==> src/rtl/uart_receive.sv <==
// uart_receive: oversampled 8N1 UART receiver on the IO bus; `UART_RX_STATUS_EN adds overrun flag and status register at ioaddr 1
module uart_receive #(
  parameter int OVERSAMPLE = 16,
  parameter int DATA_BITS = 8
) (
  input  logic       clk,
  input  logic       rst,
  input  logic       brg_full,
  input  logic       iocs,
  input  logic       iorw,
  input  logic [1:0] ioaddr,
  input  logic       rxd,
  output logic [7:0] rx_data,
  output logic       drive_en,
  output logic       rda,
  output logic       ferr
);
  localparam int SW = $clog2(OVERSAMPLE);
  typedef enum logic [1:0] {IDLE, START, DATA, STOP} state_t;
  state_t state_q, state_d;
  logic rxd_m_q, rxd_s_q;
  logic [SW-1:0] sample_cnt_q, sample_cnt_d;
  logic [3:0] bit_cnt_q, bit_cnt_d;
  logic [7:0] shift_q, shift_d, byte_q, byte_d;
  logic rda_q, rda_d, ferr_q, ferr_d;
  logic mid, last, load, rd;
  assign mid = sample_cnt_q == SW'(OVERSAMPLE / 2 - 1);
  assign last = sample_cnt_q == SW'(OVERSAMPLE - 1);
  assign load = brg_full & (state_q == STOP) & last;
  assign rd = iocs & iorw & (ioaddr == 2'd0);
  assign rda = rda_q;
  assign ferr = ferr_q;
  always_comb begin
    state_d = state_q;
    sample_cnt_d = sample_cnt_q;
    bit_cnt_d = bit_cnt_q;
    shift_d = shift_q;
    case (state_q)
      IDLE: if (!rxd_s_q) begin
        state_d = START;
        sample_cnt_d = '0;
      end
      START: if (brg_full) begin
        sample_cnt_d = mid ? '0 : sample_cnt_q + 1'b1;
        bit_cnt_d = mid ? 4'd0 : bit_cnt_q;
        state_d = !mid ? START : rxd_s_q ? IDLE : DATA;
      end
      DATA: if (brg_full) begin
        sample_cnt_d = last ? '0 : sample_cnt_q + 1'b1;
        shift_d = last ? {rxd_s_q, shift_q[7:1]} : shift_q;
        bit_cnt_d = last ? bit_cnt_q + 4'd1 : bit_cnt_q;
        state_d = (last && bit_cnt_q == 4'(DATA_BITS - 1)) ? STOP : DATA;
      end
      STOP: if (brg_full) begin
        sample_cnt_d = last ? '0 : sample_cnt_q + 1'b1;
        state_d = last ? IDLE : STOP;
      end
      default: state_d = IDLE;
    endcase
  end
  always_comb begin
    byte_d = load ? shift_q : byte_q;
    rda_d = load ? 1'b1 : rd ? 1'b0 : rda_q;
  end
`ifdef UART_RX_STATUS_EN
  logic st_rd, overrun_q, overrun_d;
  assign st_rd = iocs & iorw & (ioaddr == 2'd1);
  assign drive_en = rd | st_rd;
  assign rx_data = st_rd ? {5'b0, overrun_q, ferr_q, rda_q} : byte_q;
  always_comb begin
    overrun_d = (load & rda_q & ~rd) ? 1'b1 : st_rd ? 1'b0 : overrun_q;
    ferr_d = load ? ~rxd_s_q : st_rd ? 1'b0 : ferr_q;
  end
  always_ff @(posedge clk) overrun_q <= rst ? 1'b0 : overrun_d;
`else
  assign drive_en = rd;
  assign rx_data = byte_q;
  always_comb ferr_d = load ? ~rxd_s_q : ferr_q;
`endif
  always_ff @(posedge clk) begin
    if (rst) begin
      rxd_m_q <= 1'b1;
      rxd_s_q <= 1'b1;
      state_q <= IDLE;
      sample_cnt_q <= '0;
      bit_cnt_q <= '0;
      shift_q <= '0;
      byte_q <= '0;
      rda_q <= 1'b0;
      ferr_q <= 1'b0;
    end else begin
      rxd_m_q <= rxd;
      rxd_s_q <= rxd_m_q;
      state_q <= state_d;
      sample_cnt_q <= sample_cnt_d;
      bit_cnt_q <= bit_cnt_d;
      shift_q <= shift_d;
      byte_q <= byte_d;
      rda_q <= rda_d;
      ferr_q <= ferr_d;
    end
  end
endmodule

==> config.mk <==
export PLATFORM = sky130hd
export DESIGN_NAME = uart_receive
export DESIGN_NICKNAME = d
export VERILOG_FILES = /design/src/rtl/uart_receive.sv
export SDC_FILE = /design/constraint.sdc
export NUM_CORES = 1
export LEC_CHECK = 0
export CAP_MARGIN = 40
export CORE_UTILIZATION = 30
export CTS_BUF_LIST = sky130_fd_sc_hd__clkbuf_16
export DETAILED_ROUTE_END_ITERATION = 8
export GPL_ROUTABILITY_DRIVEN = 0
export REMOVE_ABC_BUFFERS = 1
export SYNTH_ARGS = -nofsm -noshare
export SYNTH_HDL_FRONTEND = slang
export SYNTH_SLANG_ARGS = --single-unit
==> constraint.sdc <==
create_clock -name clk -period 2.72 [get_ports clk]
set_input_delay 0.544 -clock clk [delete_from_list [all_inputs] [get_ports clk]]
set_output_delay 0.544 -clock clk [all_outputs]
set_load 0.02 [all_outputs]
=== Word level (Yosys, flattened, before mapping) ===
Index checks and enable logic that the tools add are counted.

* Flip-flop bits (word level): 30
* Input port bits: 8
* Output and inout bits: 11
* Word-level logic and storage cells: 61

* $add $sub $neg: 2
* Equal/unequal tests: 13
* Muxes and demuxes: 22
* Bitwise gates (word level): 5
* Reduce and logical (&&, ||, !) cells: 10

{| class="wikitable"
|+ Operators by type and width
! operator !! count
|-
| $mux 4 || 9
|-
| $mux 2 || 7
|-
| $ne 2x2->1 const B || 6
|-
| $pmux 4 s3 || 1
|-
| $add 4x1->4 const B || 2
|-
| $eq 4x3->1 const B || 2
|-
| $pmux 2 s4 || 1
|-
| $pmux 4 s2 || 1
|-
| $reduce_and 3->1 || 2
|-
| $reduce_and 5->1 || 1
|-
| $and 1x1->1 || 4
|-
| $eq 2x2->1 const B || 2
|-
| $eq 4x4->1 const B || 1
|-
| $logic_not 2->1 || 2
|-
| $reduce_and 4->1 || 1
|-
| $reduce_bool 2->1 || 2
|-
| $mux 1 || 3
|-
| $eq 2x1->1 const B || 1
|-
| $ne 2x1->1 const B || 1
|-
| $reduce_or 2->1 || 1
|-
| $logic_and 1x1->1 || 1
|-
| $not 1->1 || 1
|}

=== Logic depth before layout (Yosys ltp) ===
* Depth in word-level cells: 5
* Mapped depth: 6
* Gate-level depth less buffers: 5

=== Worst setup path before layout ===
No wires, ideal clock.

* Path type: in2out
* Start point: in iocs
* End point: out drive_en
* Data arrival time: 1.053 ns
* Data required time: 2.176 ns
* Path slack: 1.123 ns
* Stages on the path: 2
* Buffers on the path: 0
* Path through: nand2_1 > nor3_1

* Longest elaborated chain between the ends: 2

{| class="wikitable"
|+ Ends and longest elaborated chain
! what !! line !! text
|-
| from (decl) || 9 || <nowiki>input logic iocs,</nowiki>
|-
| $and 1x1->1 (2 in a row) || 30 || <nowiki>assign rd = iocs & iorw & (ioaddr == 2'd0);</nowiki>
|-
| to (decl) || 14 || <nowiki>output logic drive_en,</nowiki>
|}

Every way passes these cells.

=== Final worst setup path ===
Same ends and word-level chain as after synthesis.

==> reports/results.ini <==
[critical_path]
cpMostUsedCell = clkdlybuf4s50_1
worstReg2RegEnd = rx_data[4]
path_class = in2out
endpoint_kind = output pin
critPathTopFamily = buffers and inverters
r2r_start = sample_cnt_q[0]
critPathMaxFanout = 2
crit_buf_inv = 2
start_kind = primary input
crit_path_top_delay_cell = clkdlybuf4s50_1
arrival_ns = 1.82
reg2reg_slack_ns = 1.03
slowest_delay_ns = 0.63
cp_data_required_time_ns = 2.18
reg2reg_depth = 5
path_cells = clkdlybuf4s50_1, nand2_1, nor3_1, clkdlybuf4s50_1

[global_routing]
antenna_found_initial = 0
grt_max_degree = 15
grt_usage_pct = 11.5
grt_pass1_wl_microns = 4440
grt_overflow = 0
grt_pass1_vias = 1024

[clock_tree]
cts_buffers = 5
clockRootBuffer = clkbuf_16
post-cts-setup-buffer-count = 0
post_cts_resized = 0
h-tree-depth = 2
clkSinkCount = 30
clockBufferDepth = 2
clk_latency_ns = 0.27
ctsHoldBuffers = 0
clk_pin_slew_ns = 0.05
cts_tree = done

[power_and_ir_drop]
p_seq_share_pct = 44.5
total_leakage_power_nw = 0.583
internal-power_mw = 0.800
ir_drop_mv = 0.486
combPwrFrac_pct = 4.5
powerDensity_nw_per_um2 = 599
p_sw_mw = 0.212
p_sw_share_pct = 21.0
power.share.clock_pct = 51.1

[routing]
vias = 995
wl_per_cell_microns = 12.3
first_iter_violations = 16
ant_nets = 0
viasPerCell = 4.88
routed_wirelength_microns = 2520
drt_drc_violations_left = 0
drtPass1Iterations = 3

[synth]
yosys_warnings = 0
synth_edf_count = 0
syn-mean-instance-area_sq_um = 10.2
netlist_area_sq_um = 1360
netlist-cell-type-count = 39
ys_seq_area_share_pct = 44.1
async_flop_share_pct = 0
synthCells = 133
ys_seq_elements = 30
synth-main-ff-cell = dfxtp_1

[die]
die_h_microns = 69.4
initial_core_util_pct = 31.3
die_w_microns = 69.4
dieArea_sq_um = 4810
num_rows = 24
core_area_sq_um = 4350
ios = 19

[run_status]
status = complete, no violations

[cells_and_area]
diodes = 0
multi_input_area_sq_um = 689
drive_gt1_share_pct = 17.1
final_area_sq_um = 1690
layout_common_cells = dfxtp_1 (30), nor2_1 (25), mux2i_1 (18), clkdlybuf4s50_1 (18), nand2_1 (7)
fillers = 423
syn2layout_area_growth_pct = 24.2
stdcell_count = 204
final_net_count = 162
final_common_cell = dfxtp_1
regArea_sq_um = 601

[timing]
fin_ws_ns = 0.355
finalClockSkew_ns = 0.00516
max_freq_mhz = 423
rsz0062_at_grt = false
slew_violations = 0
fin_crit_sh_pct = 86.9
finalCriticalPeriod_ns = 2.36
holdWs_ns = 0.407
slew_headroom_pct = 66.3
tightestPinTransition_ns = 0.504
tns_ns = 0
setup_violations = 0
hold_violations = 0

[worst_hold_path]
min_from = rxd_m_q
hold_path_depth = 1
hold_path_class = reg2reg
hold_path_end = rxd_s_q

[placed_design]
place_hpwl_microns = 1740
placed_cell_area_sq_um = 1550
place_ws_ns = 0.360
port_buffers = 18
dp_cells = 197

[job]
drv_cap = 0

==> logic make-up (layout without fill, tap and decap cells) <==
kind of cell	Yosys count	after routing	share of synthesized area (%)
xor+xnor	3	3	1.93
mux	19	19	14.1
flops	30	30	44.1
compound gates	14	14	9.37
buf+inv	8	27	5.24
fa+ha+maj	2	2	1.84
simple gates	57	57	23.4
==> synth_stat cells, types with 2 or more instances <==
| master | count | area share, % |
|---|---|---|
| xor2_1 | 3 | 1.9 |
| a31oi_1 | 2 | 0.92 |
| nand2_1 | 7 | 1.9 |
| buf_4 | 2 | 1.1 |
| clkbuf_1 | 3 | 0.83 |
| ha_1 | 2 | 1.8 |
| mux2i_1 | 18 | 13 |
| and3_1 | 2 | 0.92 |
| nor3_1 | 5 | 1.8 |
| nor2_1 | 25 | 6.9 |
| or2_2 | 2 | 0.92 |
| nand4bb_1 | 2 | 1.7 |
| dfxtp_1 | 30 | 44 |
| buf_12 | 2 | 2.9 |
| nand3_1 | 2 | 0.74 |
| nor3_2 | 2 | 1.5 |
| o211ai_1 | 2 | 1.1 |
==> cell type report <==
| cell class | count | share of cell area [%] |
|---|---|---|
| sequential | 30 | 35.5 |
| timing repair buffer | 20 | 11.5 |
| tap | 52 | 3.85 |
| clock inverter | 2 | 0.888 |
| multi-input combinational | 95 | 40.8 |
| clock buffer | 5 | 7.40 |
==> state kept, by name, summed over array words and instances (netlist names) <==
signal and flops:
bit_cnt_q 4, ferr 1, rda 1, rx_data 8, rxd_m_q 1, rxd_s_q 1, sample_cnt_q 4, shift_q 8
state_q 2
==> worst reg2reg max path: stages, from the launching register on <==
cell,delay (ns)
dfxtp_1,0.37
ha_1,0.29
nand4_2,0.20
nor2_4,0.40
mux2i_1,0.25
nor2_1,0.05
==> stage by stage <==
stage          util (%)  power, mW
3_3_place_gp       35.6      0.502
4_1_cts            38.8       1.02
5_1_grt            38.8       1.04
2_1_floorplan         -      0.478
3_5_place_dp       35.6      0.504
6_report           38.8       1.01
==> power groups by stage <==
stage,logic [mW],registers [mW],clock network [mW]
5_1_grt,0.0499,0.450,0.541
3_3_place_gp,0.0439,0.458,0
2_1_floorplan,0.0212,0.457,0
4_1_cts,0.0455,0.450,0.524
3_5_place_dp,0.0450,0.459,0
6_report,0.0451,0.450,0.517
==> worst max path at each step <==
stage	startpoint	endpoint	slack [ns]	cells past startpoint
CTS	iocs	drive_en	0.35	4
global placement	iocs	drive_en	0.37	4
detailed placement	iocs	drive_en	0.36	4
global route	iorw	drive_en	0.29	4
floorplan	iocs	drive_en	1.12	2
finish	iocs	drive_en	0.36	4
==> layer usage <==
layer | track usage, % | up-vias | wire length (microns)
met5 | 0 | - | 0
met4 | 7.48 | 0 | 52
met3 | 2.47 | 7 | 76
met2 | 20.2 | 14 | 1260
met1 | 12.5 | 468 | 1120
li1 | - | 506 | -
Power figures use the tool's default switching activity.
